==> src/rtl/game_sequencer_if.sv <==
// Play-field link between the Breakout sequencer and the ball/bar/blocks modules.
// The sequencer (master) steers the ball and reload; the play field (slave) reports events.
interface game_sequencer_if;
  logic        block_hit;
  logic        ball_lost;
  logic [32:0] Blocks;
  logic        ball_hold;
  logic        ball_run;
  logic        level_load;

  modport master (
    input  block_hit, ball_lost, Blocks,
    output ball_hold, ball_run, level_load
  );

  modport slave (
    output block_hit, ball_lost, Blocks,
    input  ball_hold, ball_run, level_load
  );
endinterface

==> src/rtl/game_sequencer.sv <==
// Breakout game controller: phase FSM plus lives, level and BCD score bookkeeping.
// Frame timing comes from VGA_VS, resynchronised into the Clk domain.
module game_sequencer #(
  parameter int unsigned LIVES_INIT   = 3,
  parameter int unsigned PAUSE_FRAMES = 60,
  parameter int unsigned POINTS       = 1,
  parameter logic [7:0]  KEY_START    = 8'h28,
  parameter logic [7:0]  KEY_LAUNCH   = 8'h2C
) (
  input  logic                Clk,
  input  logic                Reset,
  input  logic                frame_clk,
  input  logic [7:0]          keycode,
  game_sequencer_if.master    play,
  output logic [1:0]          lives,
  output logic [3:0]          level,
  output logic [15:0]         score_bcd,
  output logic [2:0]          state
);

  typedef enum logic [2:0] {
    IDLE  = 3'd0,
    SERVE = 3'd1,
    PLAY  = 3'd2,
    MISS  = 3'd3,
    CLEAR = 3'd4,
    OVER  = 3'd5
  } state_t;

  localparam int             CNT_W     = (PAUSE_FRAMES < 2) ? 1 : $clog2(PAUSE_FRAMES + 1);
  localparam logic [CNT_W:0] PAUSE_LIM = PAUSE_FRAMES[CNT_W:0];
  localparam logic [1:0]     LIVES_RST = LIVES_INIT[1:0];
  localparam logic [3:0]     PTS       = POINTS[3:0];

  state_t           state_q, state_d;
  logic             frame_meta, frame_sync, frame_prev, frame_tick;
  logic [7:0]       key_prev;
  logic             start_press, launch_press;
  logic [CNT_W-1:0] pause_cnt;
  logic [CNT_W:0]   pause_cnt_next;
  logic             pause_done;
  logic             load_d, start_game, score_en, miss_en, level_inc;
  logic [1:0]       lives_q;
  logic [3:0]       level_q;
  logic [15:0]      score_q;
  logic [16:0]      score_sum;
  logic [15:0]      score_next;
  logic             hold_q, run_q, load_q;

  // Adds pts to a 4-digit BCD value; bit 16 flags a carry out of the top digit.
  function automatic logic [16:0] bcd_add(input logic [15:0] a, input logic [3:0] pts);
    logic [15:0] sum;
    logic        carry;
    logic [4:0]  d;
    sum   = '0;
    carry = 1'b0;
    for (int i = 0; i < 4; i++) begin
      d = {1'b0, a[i*4 +: 4]} + {1'b0, (i == 0) ? pts : 4'd0} + {4'd0, carry};
      if (d > 5'd9) begin
        sum[i*4 +: 4] = 4'(d - 5'd10);
        carry         = 1'b1;
      end else begin
        sum[i*4 +: 4] = d[3:0];
        carry         = 1'b0;
      end
    end
    return {carry, sum};
  endfunction

  // Two flops tame the asynchronous VGA_VS; the third gives the edge detector its history.
  always_ff @(posedge Clk) begin
    // NOTE: sequential state uses non-blocking assignments so every flop samples pre-edge values.
    if (Reset) begin
      frame_meta <= 1'b0;
      frame_sync <= 1'b0;
      frame_prev <= 1'b0;
      frame_tick <= 1'b0;
      key_prev   <= 8'd0;
    end else begin
      frame_meta <= frame_clk;
      frame_sync <= frame_meta;
      frame_prev <= frame_sync;
      frame_tick <= frame_sync & ~frame_prev;
      key_prev   <= keycode;
    end
  end

  assign start_press  = (keycode == KEY_START)  && (key_prev != KEY_START);
  assign launch_press = (keycode == KEY_LAUNCH) && (key_prev != KEY_LAUNCH);

  // The pause ends on the PAUSE_FRAMES-th tick, or on the first tick when PAUSE_FRAMES is 0.
  assign pause_cnt_next = {1'b0, pause_cnt} + 1'b1;
  assign pause_done     = frame_tick && (pause_cnt_next >= PAUSE_LIM);

  always_ff @(posedge Clk) begin
    if (Reset) state_q <= IDLE;
    else       state_q <= state_d;
  end

  always_comb begin
    // NOTE: every output of this block gets a default first, so no path can infer a latch.
    state_d    = state_q;
    load_d     = 1'b0;
    start_game = 1'b0;
    score_en   = 1'b0;
    miss_en    = 1'b0;
    level_inc  = 1'b0;
    case (state_q)
      IDLE, OVER: begin
        if (start_press) begin
          state_d    = SERVE;
          load_d     = 1'b1;
          start_game = 1'b1;
        end
      end
      SERVE: begin
        if (launch_press) state_d = PLAY;
      end
      PLAY: begin
        score_en = play.block_hit;
        // A cleared field wins over a lost ball in the same cycle.
        if (play.Blocks == '0) begin
          state_d = CLEAR;
        end else if (play.ball_lost) begin
          state_d = MISS;
          miss_en = 1'b1;
        end
      end
      MISS: begin
        if (pause_done) state_d = (lives_q == 2'd0) ? OVER : SERVE;
      end
      CLEAR: begin
        if (pause_done) begin
          state_d   = SERVE;
          load_d    = 1'b1;
          level_inc = 1'b1;
        end
      end
      default: state_d = IDLE;
    endcase
  end

  always_ff @(posedge Clk) begin
    if (Reset) begin
      pause_cnt <= '0;
    end else if (state_d != state_q) begin
      pause_cnt <= '0;
    end else if ((state_q == MISS || state_q == CLEAR) && frame_tick) begin
      pause_cnt <= pause_cnt_next[CNT_W-1:0];
    end
  end

  assign score_sum  = bcd_add(score_q, PTS);
  assign score_next = score_sum[16] ? 16'h9999 : score_sum[15:0];

  always_ff @(posedge Clk) begin
    if (Reset) begin
      lives_q <= LIVES_RST;
      level_q <= 4'd1;
      score_q <= 16'h0000;
      hold_q  <= 1'b0;
      run_q   <= 1'b0;
      load_q  <= 1'b0;
    end else begin
      load_q <= load_d;
      hold_q <= (state_q == SERVE);
      run_q  <= (state_q == PLAY);
      if (start_game) begin
        lives_q <= LIVES_RST;
        level_q <= 4'd1;
        score_q <= 16'h0000;
      end else begin
        if (score_en)                        score_q <= score_next;
        if (miss_en && lives_q != 2'd0)      lives_q <= lives_q - 2'd1;
        if (level_inc && level_q != 4'd15)   level_q <= level_q + 4'd1;
      end
    end
  end

  assign play.ball_hold  = hold_q;
  assign play.ball_run   = run_q;
  assign play.level_load = load_q;
  assign lives           = lives_q;
  assign level           = level_q;
  assign score_bcd       = score_q;
  assign state           = state_q;

endmodule

==> src/flat_wrapper.sv <==
// flat-port wrapper written by rule: the top's interface ports become plain ports
module game_sequencer_flat 
#(
  parameter int unsigned LIVES_INIT   = 3,
  parameter int unsigned PAUSE_FRAMES = 60,
  parameter int unsigned POINTS       = 1,
  parameter logic [7:0]  KEY_START    = 8'h28,
  parameter logic [7:0]  KEY_LAUNCH   = 8'h2C
)
  (Clk, Reset, frame_clk, keycode, lives, level, score_bcd, state, play_block_hit, play_ball_lost, play_Blocks, play_ball_hold, play_ball_run, play_level_load);
  game_sequencer_if play_i ();
  input  logic Clk;
  input  logic Reset;
  input  logic frame_clk;
  input  logic [7:0] keycode;
  output logic [1:0] lives;
  output logic [3:0] level;
  output logic [15:0] score_bcd;
  output logic [2:0] state;
  input wire logic [$bits(play_i.block_hit)-1:0] play_block_hit;
  input wire logic [$bits(play_i.ball_lost)-1:0] play_ball_lost;
  input wire logic [$bits(play_i.Blocks)-1:0] play_Blocks;
  output wire logic [$bits(play_i.ball_hold)-1:0] play_ball_hold;
  output wire logic [$bits(play_i.ball_run)-1:0] play_ball_run;
  output wire logic [$bits(play_i.level_load)-1:0] play_level_load;
  assign play_i.block_hit = play_block_hit;
  assign play_i.ball_lost = play_ball_lost;
  assign play_i.Blocks = play_Blocks;
  assign play_ball_hold = play_i.ball_hold;
  assign play_ball_run = play_i.ball_run;
  assign play_level_load = play_i.level_load;
  game_sequencer #(.LIVES_INIT(LIVES_INIT), .PAUSE_FRAMES(PAUSE_FRAMES), .POINTS(POINTS), .KEY_START(KEY_START), .KEY_LAUNCH(KEY_LAUNCH)) u_core (.Clk(Clk), .Reset(Reset), .frame_clk(frame_clk), .keycode(keycode), .play(play_i), .lives(lives), .level(level), .score_bcd(score_bcd), .state(state));
endmodule
==> config.mk <==
export PLATFORM = sky130hd
export DESIGN_NAME = game_sequencer_flat
export DESIGN_NICKNAME = d
export VERILOG_FILES = /design/src/rtl/game_sequencer_if.sv /design/src/rtl/game_sequencer.sv /design/src/flat_wrapper.sv
export SDC_FILE = /design/constraint.sdc
export NUM_CORES = 1
export LEC_CHECK = 0
export BUFFER_PORTS_ARGS = -buffer_cell sky130_fd_sc_hd__buf_2
export CAP_MARGIN = 40
export CORE_MARGIN = 2
export CORE_UTILIZATION = 35
export CTS_BUF_LIST = sky130_fd_sc_hd__clkbuf_4 sky130_fd_sc_hd__clkbuf_8
export CTS_CLUSTER_DIAMETER = 100
export DETAILED_ROUTE_END_ITERATION = 12
export HOLD_SLACK_MARGIN = 0.15
export PLACE_DENSITY_LB_ADDON = 0.12
export SLEW_MARGIN = 20
export SYNTH_ARGS = -nofsm -noshare
export SYNTH_HDL_FRONTEND = slang
export SYNTH_SLANG_ARGS = --single-unit
==> constraint.sdc <==
create_clock -name Clk -period 6.1 [get_ports Clk]
set_input_delay 0.915 -clock Clk [delete_from_list [all_inputs] [get_ports Clk]]
set_output_delay 0.915 -clock Clk [all_outputs]
set_load 0.03 [all_outputs]
==> out/results.ini, run 1 <==
[status]
status=complete, no violations

[placement]
gp_congestion=0.827
dpl.hpwl_mm=5.16
io_buffers=73
numPlacedInstances=488

[clock_network]
ctsHoldBuffers=0
cts.sinks=46
cts_root_buffer=clkbuf_8
cts_buffers=5
clk_latency_ns=0.30
cts_buffer_depth=2
ctsHtreeMaxLevel=2
cts_tree=done
clk_pin_slew_ns=0.08

[timing]
min_period_ns=5.57
tightestPinTransition_ns=0.595
fin_tns_setup_ns=0
finalHoldViolCount=0
clock.fmax_mhz=180
setup-violations-final=0
fin_skew_ns=0.00721
rsz0062_at_grt=no
slew_headroom=0.598
slew_violations=0
fin_crit_sh=0.912

[critical_path]
critPathRequiredTime_ns=6.29
cp_max_fo=7
cp-end-kind=flip-flop
start_kind=flip-flop
startpoint=u_core.score_bcd[1]
arrival_ns=5.76
r2r.worst_path.cells=26
crit_type=reg2reg
r2r-end=u_core.score_bcd[11]
r2r_start=u_core.score_bcd[1]
crit_end=u_core.score_bcd[11]
r2r_slack_ns=0.53

[grt]
grt_max_degree=24
first_global_vias=2480
globalRouteTotalUtil=0.166
antenna_found_initial=0
overflow=0
grt_pass1_wl_mm=11.7

[job]
cap_violations=0

[yosys]
ys_seq_area_frac=0.324
synth_top_area_share=0.324
synth-edff-count=0
synth-async-reset-ratio=0
ys_types=59
synth_seq_cells=46
synth_common_cells=dfxtp_1 (46), nor2_1 (24), nand2_1 (20)
yosys_most_used_dff=dfxtp_1
ys.warnings.count=0
synth_area_leaders=dfxtp_1 (32%), ha_1 (6.6%), nor2_4 (4.0%)
synth_fp_nets=389
yosysTopAreaCell=dfxtp_1
syn-mean-instance-area_um2=8.66
yosysMostFrequentCell=dfxtp_1
syn_area_um2=2840
synthCells=328

[floorplan]
io_pins=74
die_area_um2=8850
fp.dieW_um=94.1
die_h_um=94.1
start_util=0.364
core_area_um2=7810
row_count=32

[detailed_routing]
wl_per_cell_um=13.7
ant_nets=0
drtIter0Drc=72
wl_mm=6.78
vias=2575
drc=0
viasPerCell=5.21
firstDrtPassIters=4

[cells_and_area]
register_area_um2=922
n_antenna_cell=0
final_nets=454
multi_input_area_um2=1750
drive_gt1_frac=0.270
area_delta_synth_final_pct=17.3
finalNonFillerCells=494
num-fill-cells=833
fin_util=0.426

[power_and_ir_drop]
powerDensity_nw_per_um2=158
power_mw=0.525
ir_drop_uv=83.3
leakage_nw=1.37

[min_path]
hp-class=reg2reg

==> state kept, by name, summed over array words and instances (netlist names) <==
register                count
u_core.frame_meta           1
u_core.frame_prev           1
u_core.frame_sync           1
u_core.frame_tick           1
u_core.key_prev             8
u_core.level                4
u_core.lives                2
u_core.pause_cnt            6
u_core.play.ball_hold       1
u_core.play.ball_run        1
u_core.play.level_load      1
u_core.score_bcd           16
u_core.state                3
==> cell type report <==
cell class | count | share of cell area
clock buffers | 6 | 0.0248
inverters | 15 | 0.0169
multi-input cells | 249 | 0.526
flip-flops and latches | 46 | 0.277
well taps | 102 | 0.0383
repair buffers | 76 | 0.116
==> metal layers <==
layer | vias to the layer above | track usage | wire length, µm
met3 | 7 | 0.0353 | 227
met5 | - | 0 | 0
met2 | 40 | 0.289 | 3410
li1 | 1327 | - | -
met4 | 0 | 0.0640 | 92
met1 | 1201 | 0.200 | 3050
==> kinds of logic (layout without fill, tap and decap cells) <==
logic type	count (synthesis)	in the layout	share of synthesized area
adders and majority gates	15	15	0.0661
buffers and inverters	33	97	0.0608
and+or+nand+nor	142	142	0.304
DFF	46	46	0.324
AOI/OAI and AO/OA	74	74	0.188
muxes	3	3	0.0106
xor gates and xnor gates	15	15	0.0463
==> worst max-delay path, cell delays in order (launching register included) <==
cell	delay, ns
dfxtp_1	0.43
inv_1	0.07
ha_1	0.38
inv_1	0.09
ha_1	0.20
nor2b_1	0.12
o21ai_0	0.21
a31oi_1	0.11
o22a_1	0.26
ha_1	0.21
ha_1	0.37
o22a_1	0.24
o22a_1	0.22
ha_1	0.20
ha_1	0.35
inv_1	0.13
a31oi_1	0.10
o22a_1	0.22
ha_1	0.20
ha_1	0.22
nor2b_1	0.14
a211oi_1	0.34
nor2_1	0.07
nor2_1	0.09
buf_4	0.16
o41ai_1	0.08
o221a_2	0.25
==> layout by cell type, fill, tap and decap left out, drive strengths merged, types with 3 or more instances in the layout <==
master   n
buf     76
dfxtp   46
nor2    34
nand2   20
nor2b   17
a21oi   16
inv     15
ha      15
nand3   14
nor4    14
nor3    12
xnor2   10
o21ai   10
clkbuf   6
a211oi   6
o22a     5
a31oi    5
xor2     5
and2     4
a22oi    4
a21o     4
o22ai    4
nor4b    4
nand4    3
nand2b   3
a221o    3
or3      3
nor4bb   3
a221oi   3
mux2i    3
==> worst min-delay path by stage <==
stage | end | from | slack (ns) | cells after the start
2_1_floorplan | u_core.frame_tick | u_core.frame_prev | 0.37 | 1
3_3_place_gp | u_core.frame_tick | u_core.frame_prev | 0.37 | 1
3_5_place_dp | u_core.frame_tick | u_core.frame_prev | 0.38 | 1
4_1_cts | u_core.frame_tick | u_core.frame_prev | 0.39 | 1
5_1_grt | u_core.frame_tick | u_core.frame_prev | 0.40 | 1
6_report | u_core.frame_tick | u_core.frame_prev | 0.39 | 1
==> power breakdown <==
group	switching [mW]	internal (mW)	total, mW
Sequential	0.00132	0.304	0.305
Combinational	0.0165	0.0163	0.0328
Clock	0.100	0.0876	0.188
Total	0.118	0.408	0.525
==> what timing repair did <==
| item | in CTS | in global routing |
|---|---|---|
| setup endpoints to repair | 0 | 9 |
| setup buffers | 0 | 0 |
| resized for setup | 0 | 3 |
==> through the flow <==
step	hold slack, ns	setup WS [ns]	area (µm²)
6_report	0.386	0.535	3330
5_1_grt	0.398	0.00172	3330
4_1_cts	0.390	0.260	3320
3_5_place_dp	0.384	0.303	3240
3_3_place_gp	0.372	0.477	3240
2_1_floorplan	0.367	0.642	2840
(Power assumes the default switching activity.)
==> run 2: changes to the inputs <==
==> constraint.sdc (replaced) <==
create_clock -name Clk -period 7.1 [get_ports Clk]
set_input_delay 1.065 -clock Clk [delete_from_list [all_inputs] [get_ports Clk]]
set_output_delay 1.065 -clock Clk [all_outputs]
set_load 0.03 [all_outputs]
==> run 2 against run 1 <==
Sequential share of layout area increased by 0.056 points; clock-buffer cell count grew 1; fmax decreased by 3.3%; die area stayed put; clock power fell by 11%; design area is 0.34% lower; sequential power down 14%; sequential cell count is the same; critical path depth fell by 1; global-route usage is 0.71 points lower; critical path type unchanged; critical endpoint is now u_core.score_bcd[5].
==> out/results.ini, run 2 (synthesized netlist as in run 1, its figures left out) <==
[clock_network]
clk_pin_slew_ns=0.09  ; was 0.08 ns
cts_buffers=5  ; unchanged
ctsHtreeMaxLevel=2  ; unchanged
cts.sinks=46  ; unchanged
clk_latency_ns=0.29  ; was 0.30 ns
ctsHoldBuffers=0  ; unchanged
cts_tree=done  ; unchanged
cts_resized=0  ; unchanged
cts_setup_buffers=0  ; unchanged
cts_root_buffer=clkbuf_8  ; unchanged
cts_buffer_depth=2  ; unchanged

[placement]
placed_area_um2=3220  ; was 3240 µm²
io_buffers=73  ; unchanged
numPlacedInstances=486  ; was 488
gp_congestion=0.825  ; was 0.827
pre_cts_ws_ns=1.36  ; was 0.303 ns
dpl.hpwl_mm=5.08  ; was 5.16 mm

[critical_path]
crit_top_cell=ha_1  ; unchanged
max_stage_delay_ns=0.64  ; was 0.43 ns
crit_type=reg2reg  ; unchanged
cpMaxStageDelayCell=o21ai_1  ; was dfxtp_1
cp-end-kind=flip-flop  ; unchanged
arrival_ns=5.94  ; was 5.76 ns
cp_max_fo=9  ; was 7
start_kind=flip-flop  ; unchanged
critPathRequiredTime_ns=7.29  ; was 6.29 ns

[power_and_ir_drop]
powerDensity_nw_per_um2=138  ; was 158 nW/µm²
power_mw=0.457  ; was 0.525 mW
leakage_nw=1.37  ; about the same
ir_drop_uv=70.1  ; was 83.3 µV

[floorplan]
fp.dieW_um=94.1  ; unchanged
core_area_um2=7810  ; unchanged
io_pins=74  ; unchanged
row_count=32  ; unchanged
start_util=0.364  ; unchanged
die_h_um=94.1  ; unchanged
die_area_um2=8850  ; unchanged

[cells_and_area]
final_nets=452  ; was 454
final_cell_mix=buf_2 (73), dfxtp_1 (46), nor2_1 (24)  ; was buf_2 (73), dfxtp_1 (45), nor2_1 (24)
largest_reg_flops=16  ; unchanged
area_delta_synth_final_pct=16.9  ; was 17.3%
fin_util=0.425  ; was 0.426
drive_gt1_frac=0.263  ; was 0.270
n_antenna_cell=0  ; unchanged
final_cell_area_um2=3320  ; was 3330 µm²
finalNonFillerCells=494  ; unchanged
mostFrequentLayoutCell=buf_2  ; unchanged

[timing]
slew_violations=0  ; unchanged
rsz0062_at_grt=no  ; unchanged
finalHoldViolCount=0  ; unchanged
tightestPinTransition_ns=0.762  ; was 0.595 ns
clock.fmax_mhz=174  ; was 180 MHz
hold_ws_ns=0.387  ; was 0.386 ns
slew_headroom=0.488  ; was 0.598
fin_crit_sh=0.811  ; was 0.912
min_period_ns=5.76  ; was 5.57 ns
fin_skew_ns=0.00890  ; was 0.00721 ns
setup-violations-final=0  ; unchanged
finalWorstSetupSlack_ns=1.34  ; was 0.535 ns
fin_tns_setup_ns=0  ; unchanged

[grt]
grt_max_degree=24  ; unchanged
grt_pass1_wl_mm=11.4  ; was 11.7 mm
overflow=0  ; unchanged
antenna_found_initial=0  ; unchanged
first_global_vias=2437  ; was 2480
globalRouteTotalUtil=0.159  ; was 0.166

[detailed_routing]
firstDrtPassIters=4  ; unchanged
drc=0  ; unchanged
vias=2584  ; was 2575
viasPerCell=5.23  ; was 5.21
ant_nets=0  ; unchanged
wl_mm=6.61  ; was 6.78 mm
drtIter0Drc=56  ; was 72
wl_per_cell_um=13.4  ; was 13.7 µm

[status]
status=complete, no violations  ; unchanged

[job]
cap_violations=0  ; unchanged

[min_path]
hp-class=reg2reg  ; unchanged

## run 2: final timing paths
| check | slack (ns) | to | start | depth (start not counted) |
|---|---|---|---|---|
| setup / recovery | 1.34 | u_core.score_bcd[5] | u_core.score_bcd[0] | 25 |
| hold / removal | 0.39 | u_core.frame_tick | u_core.frame_prev | 1 |
| setup reg to reg | 1.34 | u_core.score_bcd[5] | u_core.score_bcd[0] | 25 |
| hold reg to reg | 0.39 | u_core.frame_tick | u_core.frame_prev | 1 |
## run 2: power breakdown
| part | total (mW) | internal, mW | switching, mW |
|---|---|---|---|
| logic | 0.0279 | 0.0140 | 0.0140 |
| registers | 0.262 | 0.261 | 0.00115 |
| clock network | 0.167 | 0.0825 | 0.0844 |
| total | 0.457 | 0.357 | 0.0995 |
## run 2: cell type report
type / instances / area, µm²
Clock buffer: 7 / 90.1
Tap cell: 102 / 128
Multi-Input combinational cell: 249 / 1750
Sequential cell: 46 / 921
Fill cell: 820 / 4490
Timing Repair Buffer: 74 / 373
Inverter: 15 / 56.3
Clock inverter: 1 / 5.00
## run 2: layer usage
metal	up-vias	track usage	routed length, µm
met5	-	0	0
met4	0	0.0459	60
met3	8	0.0305	209
met2	40	0.281	3320
met1	1220	0.196	3020
li1	1316	-	-
## run 2: critical path: cells and delay by family, from the launching register on
family | cells | cell delay, ns
adder cells (fa/ha/maj) | 8 | 2.10
AND/OR/NAND/NOR | 3 | 0.26
buffers and inverters | 3 | 0.28
AO/OA/AOI/OAI | 10 | 2.39
multiplexers | 1 | 0.12
flip-flops | 1 | 0.48
